<file path="src/rtl/sensor_sample_scheduler.sv">
// ----------------------------------------------------------------------------
// sensor_sample_scheduler
//
// Shares one 8-bit ADC front-end between the temperature channel (adc_ch = 0)
// and the light channel (adc_ch = 1). On every period tick it converts the
// temperature channel, then the light channel. Each conversion uses a
// start/done handshake and has its own timeout. The two samples and their
// error flags are then offered as one record to the UART framer over a
// valid/ready handshake. A tick that arrives while a sequence is still in
// flight is dropped, and overrun_cnt counts it (saturating).
//
// Ports:
//   clk          system clock, rising edge
//   rst          asynchronous reset, active low
//   enable       runs the period counter; low holds it at 0 (no ticks)
//   adc_start    one-cycle conversion request to the ADC front-end
//   adc_ch       channel select: 0 = temperature, 1 = light
//   adc_done     conversion complete; adc_data is valid in the same cycle
//   adc_data     conversion result
//   rec_valid    record available to the UART framer
//   rec_ready    UART framer accepts the record
//   rec_temp     captured temperature sample (8'h00 on timeout)
//   rec_light    captured light sample (8'h00 on timeout)
//   rec_err      bit0 = temperature timeout, bit1 = light timeout
//   overrun_cnt  number of dropped ticks, saturates at 8'hFF
//   busy         high in every state except IDLE
// ----------------------------------------------------------------------------
module sensor_sample_scheduler #(
    parameter int unsigned PERIOD_CYCLES  = 1000,
    parameter int unsigned TIMEOUT_CYCLES = 64,
    parameter int unsigned CNT_W          = 16
) (
    input  logic       clk,
    input  logic       rst,
    input  logic       enable,
    output logic       adc_start,
    output logic       adc_ch,
    input  logic       adc_done,
    input  logic [7:0] adc_data,
    output logic       rec_valid,
    input  logic       rec_ready,
    output logic [7:0] rec_temp,
    output logic [7:0] rec_light,
    output logic [1:0] rec_err,
    output logic [7:0] overrun_cnt,
    output logic       busy
);

    typedef enum logic [2:0] {
        ST_IDLE,
        ST_START_T,
        ST_WAIT_T,
        ST_START_L,
        ST_WAIT_L,
        ST_PRESENT
    } state_e;

    localparam logic [CNT_W-1:0] PERIOD_LAST  = CNT_W'(PERIOD_CYCLES - 1);
    localparam logic [CNT_W-1:0] TIMEOUT_LAST = CNT_W'(TIMEOUT_CYCLES - 1);

    state_e           state_q, state_d;
    logic [CNT_W-1:0] period_cnt_q, period_cnt_d;
    logic [CNT_W-1:0] tmo_cnt_q, tmo_cnt_d;
    logic             adc_start_q, adc_start_d;
    logic             adc_ch_q, adc_ch_d;
    logic             rec_valid_q, rec_valid_d;
    logic             busy_q, busy_d;
    logic [7:0]       rec_temp_q, rec_temp_d;
    logic [7:0]       rec_light_q, rec_light_d;
    logic [1:0]       rec_err_q, rec_err_d;
    logic [7:0]       overrun_q, overrun_d;

    logic tick;
    logic tmo_expired;

    assign tick = enable && (period_cnt_q == PERIOD_LAST);

    // The counter is 0 in the first WAIT cycle, so it "reaches" TIMEOUT_CYCLES
    // on the cycle where it holds TIMEOUT_CYCLES-1: the WAIT state lasts at
    // most TIMEOUT_CYCLES cycles.
    assign tmo_expired = (tmo_cnt_q == TIMEOUT_LAST);

    always_comb begin
        // NOTE: every signal assigned here gets a default first, so no path
        // leaves it unassigned and no latch is inferred.
        state_d      = state_q;
        period_cnt_d = period_cnt_q;
        tmo_cnt_d    = tmo_cnt_q;
        rec_temp_d   = rec_temp_q;
        rec_light_d  = rec_light_q;
        rec_err_d    = rec_err_q;
        overrun_d    = overrun_q;
        adc_ch_d     = adc_ch_q;

        // Period counter: held at 0 while disabled, wraps after PERIOD_LAST.
        if (!enable || tick) begin
            period_cnt_d = '0;
        end else begin
            period_cnt_d = period_cnt_q + CNT_W'(1);
        end

        // A tick outside IDLE is dropped. This includes the PRESENT handshake
        // cycle: the state is still PRESENT, so the tick is not queued.
        if (tick && (state_q != ST_IDLE) && (overrun_q != 8'hFF)) begin
            overrun_d = overrun_q + 8'd1;
        end

        unique case (state_q)
            ST_IDLE: begin
                if (tick) begin
                    state_d   = ST_START_T;
                    rec_err_d = 2'b00;
                end
            end
            ST_START_T: begin
                tmo_cnt_d = '0;
                state_d   = ST_WAIT_T;
            end
            ST_WAIT_T: begin
                tmo_cnt_d = tmo_cnt_q + CNT_W'(1);
                // adc_done is checked first, so it wins when it lands on the
                // expiry cycle.
                if (adc_done) begin
                    rec_temp_d = adc_data;
                    state_d    = ST_START_L;
                end else if (tmo_expired) begin
                    rec_temp_d   = 8'h00;
                    rec_err_d[0] = 1'b1;
                    state_d      = ST_START_L;
                end
            end
            ST_START_L: begin
                tmo_cnt_d = '0;
                state_d   = ST_WAIT_L;
            end
            ST_WAIT_L: begin
                tmo_cnt_d = tmo_cnt_q + CNT_W'(1);
                if (adc_done) begin
                    rec_light_d = adc_data;
                    state_d     = ST_PRESENT;
                end else if (tmo_expired) begin
                    rec_light_d  = 8'h00;
                    rec_err_d[1] = 1'b1;
                    state_d      = ST_PRESENT;
                end
            end
            ST_PRESENT: begin
                // rec_valid is high throughout PRESENT, so rec_ready alone
                // completes the transfer.
                if (rec_ready) begin
                    state_d = ST_IDLE;
                end
            end
            default: begin
                state_d = ST_IDLE;
            end
        endcase

        // Outputs are registered and decoded from the next state, so each one
        // lines up with the state it belongs to. adc_ch only changes when a
        // START state is entered, which keeps it stable through WAIT.
        adc_start_d = (state_d == ST_START_T) || (state_d == ST_START_L);
        if (state_d == ST_START_T) begin
            adc_ch_d = 1'b0;
        end else if (state_d == ST_START_L) begin
            adc_ch_d = 1'b1;
        end
        rec_valid_d = (state_d == ST_PRESENT);
        busy_d      = (state_d != ST_IDLE);
    end

    // NOTE: sequential state uses non-blocking assignments only. All flops
    // update together at the edge, so no flop sees another's new value early.
    always_ff @(posedge clk or negedge rst) begin
        if (!rst) begin
            state_q      <= ST_IDLE;
            period_cnt_q <= '0;
            tmo_cnt_q    <= '0;
            adc_start_q  <= 1'b0;
            adc_ch_q     <= 1'b0;
            rec_valid_q  <= 1'b0;
            busy_q       <= 1'b0;
            rec_temp_q   <= 8'h00;
            rec_light_q  <= 8'h00;
            rec_err_q    <= 2'b00;
            overrun_q    <= 8'h00;
        end else begin
            state_q      <= state_d;
            period_cnt_q <= period_cnt_d;
            tmo_cnt_q    <= tmo_cnt_d;
            adc_start_q  <= adc_start_d;
            adc_ch_q     <= adc_ch_d;
            rec_valid_q  <= rec_valid_d;
            busy_q       <= busy_d;
            rec_temp_q   <= rec_temp_d;
            rec_light_q  <= rec_light_d;
            rec_err_q    <= rec_err_d;
            overrun_q    <= overrun_d;
        end
    end

    assign adc_start   = adc_start_q;
    assign adc_ch      = adc_ch_q;
    assign rec_valid   = rec_valid_q;
    assign busy        = busy_q;
    assign rec_temp    = rec_temp_q;
    assign rec_light   = rec_light_q;
    assign rec_err     = rec_err_q;
    assign overrun_cnt = overrun_q;

endmodule

</file>
<file path="config.mk">
export PLATFORM = sky130hd
export DESIGN_NAME = sensor_sample_scheduler
export DESIGN_NICKNAME = d
export VERILOG_FILES = /design/src/rtl/sensor_sample_scheduler.sv
export SDC_FILE = /design/constraint.sdc
export NUM_CORES = 1
export LEC_CHECK = 0
export BUFFER_PORTS_ARGS = -buffer_cell sky130_fd_sc_hd__buf_2
export CAP_MARGIN = 20
export CORE_MARGIN = 2
export CORE_UTILIZATION = 51
export DETAILED_ROUTE_END_ITERATION = 8
export PLACE_DENSITY = 0.78
export SLEW_MARGIN = 5
export SYNTH_ARGS = -nofsm -noshare
export SYNTH_HDL_FRONTEND = slang
export SYNTH_SLANG_ARGS = --single-unit
</file>
<file path="constraint.sdc">
create_clock -name clk -period 1.6 [get_ports clk]
set_input_delay 0.24 -clock clk [delete_from_list [all_inputs] [get_ports clk]]
set_output_delay 0.24 -clock clk [all_outputs]
set_load 0.01 [all_outputs]
</file>
==> flow_metrics.tcl <==
set metrics [dict create \
    worstPathMaxFanout 11 \
    arrival_ns 1.91 \
    power.density_mw_per_mm2 1333 \
    crit_type "reg -> reg" \
    ys_ff_latch 65 \
    core_mm2 0.005921 \
    rsz0062_at_grt "yes" \
    pin_count 43 \
    tightest_slew_ns 0.4854 \
    synth_top_area_cell "dfrtp_1" \
    synthCells 274 \
    nets 379 \
    first_pass_iters 4 \
    startpoint_type "flip-flop" \
    post-route-period-util 1.049 \
    cts_buffers 9 \
    violations "negative setup slack" \
    cts-root-buf "clkbuf_8" \
    synth_area_mm2 0.003129 \
    wl_um 7429 \
    ys_types 54 \
    r2r_slack_ns -0.08 \
    die_w_um 82.33 \
    yosys.area.top_type_share 0.5198 \
    r2r_cells 6 \
    cap_violations 0 \
    fp.dieH_um 82.33 \
    fp-row-count 28 \
    path_clk_slew_ns 0.07 \
    final_cell_area_mm2 0.004101 \
    setup_violations 14 \
    reg2reg_to "tmo_cnt_q[0]" \
    grt_max_degree 66 \
    ys.warnings.count 0 \
    whs_ns 0.1648 \
    initial_core_util 0.5285 \
    dpl.cell_count 416 \
    antenna_left 0 \
    vias 2557 \
    track_usage 0.2231 \
    dr.first_iter.drc_count 124 \
    cts_buffer_depth 2 \
    r2r-start "state_q[0]" \
    detailed_place.area_mm2 0.003652 \
    n_antenna_cell 0 \
    synth-async-reset-ratio 1.000 \
    period_minus_slack_ns 1.678 \
    area_growth_syn_to_layout_pct 31.07 \
    dieArea_mm2 0.006778 \
    cts_tree "built" \
    status "finished with violations" \
    layout_common_cells "dfrtp_1 (62), buf_2 (42), buf_4 (39)" \
    htreeDepth 3 \
    hold_class "in -> reg" \
    viasPerCell 5.772 \
    p_leak_uw 0.001943 \
    avgRoutedWirePerCell_um 16.77 \
    setup.worst_path.start "state_q[0]" \
    antenna_found_initial 0 \
    setup_ws_ns -0.07809 \
    routabilityCongestion 0.8754 \
    syn-num-nets 290 \
    dpl.hpwl_um 4498 \
    fmaxAchievable_ghz 0.5959 \
    port_buffers 42 \
    cts_sinks 65 \
    crit_end "tmo_cnt_q[0]" \
    synth_edf_count 0 \
    synth.avg_cell_area_um2 11.42 \
    crit_required_ns 1.83 \
    end_kind "flip-flop" \
    ir_drop_uv 968.6 \
    clk_latency_ns 0.35 \
    skew_ns 0.01490 \
    drv_slew 0 \
    grt_pass1_vias 2434 \
    synth_ff_type "dfrtp_1" \
    grt_overflow 0 \
    final_common_cell "dfrtp_1" \
    drive_above_1_share 0.3995 \
    grt_pass1_wl_um 11390 \
    hold_viol_final 0 \
    slew_headroom 0.6749 \
    drc 0 \
    synth_area_leaders "dfrtp_1 (52%), a32o_1 (5.1%), xor2_1 (3.6%)" \
    finalNonFillerCells 443 \
    seq_area_frac_synth 0.5198 \
]
flip-flops by register name, summed over array words and instances, names as in the netlist:
signal and flops:
busy 1, period_cnt_q 16, adc_ch 1, rec_err 2, adc_start 1, overrun_cnt 8, rec_temp 8, rec_light 8
rec_valid 1, state_q 3, tmo_cnt_q 16
synthesized netlist by cell type (all sizes together) (8+ instances only):
| cell | count |
|---|---|
| o21ai | 10 |
| nand4 | 11 |
| xor2 | 13 |
| buf | 8 |
| nand3 | 11 |
| nand2 | 24 |
| nor3 | 9 |
| a32o | 16 |
| dfrtp | 65 |
| nor2 | 19 |
kinds of logic (layout without fill, tap and decap cells):
kind of cell    after synthesis  count (layout)  synth area share
mux                           9               9           0.03079
fa+ha+maj                     3               3           0.01200
flops                        65              65            0.5198
buf+inv                      18             112           0.03119
xor+xnor                     19              19           0.05318
simple gates                107             107            0.2123
compound gates               53              53            0.1407
final cells by class:
type	count	area, µm²
inverter	7	26.28
sequential	65	1630
multi-input combinational	191	1550
clock inverter	5	55.05
tap	75	93.84
clock buffer	11	141.4
fill	392	1819
timing repair buffer	89	604.3
per-stage QoR:
step | util | power [µW] | worst slack [ns] | TNS, ns
2_1_floorplan | - | 3231 | 0.02648 | 0
3_3_place_gp | 0.6169 | 3785 | 0.01614 | 0
3_5_place_dp | 0.6169 | 3859 | -0.06770 | -0.1408
4_1_cts | 0.6585 | 5285 | -0.04220 | -0.1082
5_1_grt | 0.6927 | 5768 | -0.1626 | -2.623
6_report | 0.6927 | 5469 | -0.07809 | -0.4339
critical path, stage by stage, from the launching register on:
cell	delay, ns
dfrtp_2	0.45
buf_4	0.16
nor3b_4	0.22
buf_4	0.24
nor3_1	0.08
buf_4	0.16
mux2_2	0.25
worst min path at each step:
| stage | slack (ns) | cells past startpoint | startpoint | to |
|---|---|---|---|---|
| after detailed placement | 0.28 | 2 | rst | overrun_cnt[2] |
| after CTS | 0.14 | 2 | enable | period_cnt_q[2] |
| after global placement | 0.28 | 2 | rst | overrun_cnt[2] |
| after global routing | 0.16 | 2 | adc_data[7] | rec_light[7] |
| final | 0.16 | 2 | adc_data[6] | rec_temp[6] |
| after floorplan | -0.06 | 0 | rst | adc_ch |
report_power, final:
part           switching (µW)  internal, µW
Sequential                201          1950
Clock                     647           757
Combinational            1030           884
what timing repair did:
action | CTS | global route
pin swaps | 4 | 27
gates cloned | 0 | 1
endpoints found under the hold margin | 65 | 0
buffers inserted | 0 | 10
hold buffers | 1 | 0
endpoints found under the setup margin | 21 | 39
resized for setup | 8 | 32
routing by layer:
layer  vias up  wire [µm]  GRT usage
met3        16        321    0.04783
met1      1267       3173     0.2761
li1       1198          -          -
met4         0        173     0.1083
met5         -          0          0
met2        76       3761     0.3694
Power figures use the tool's default switching activity.
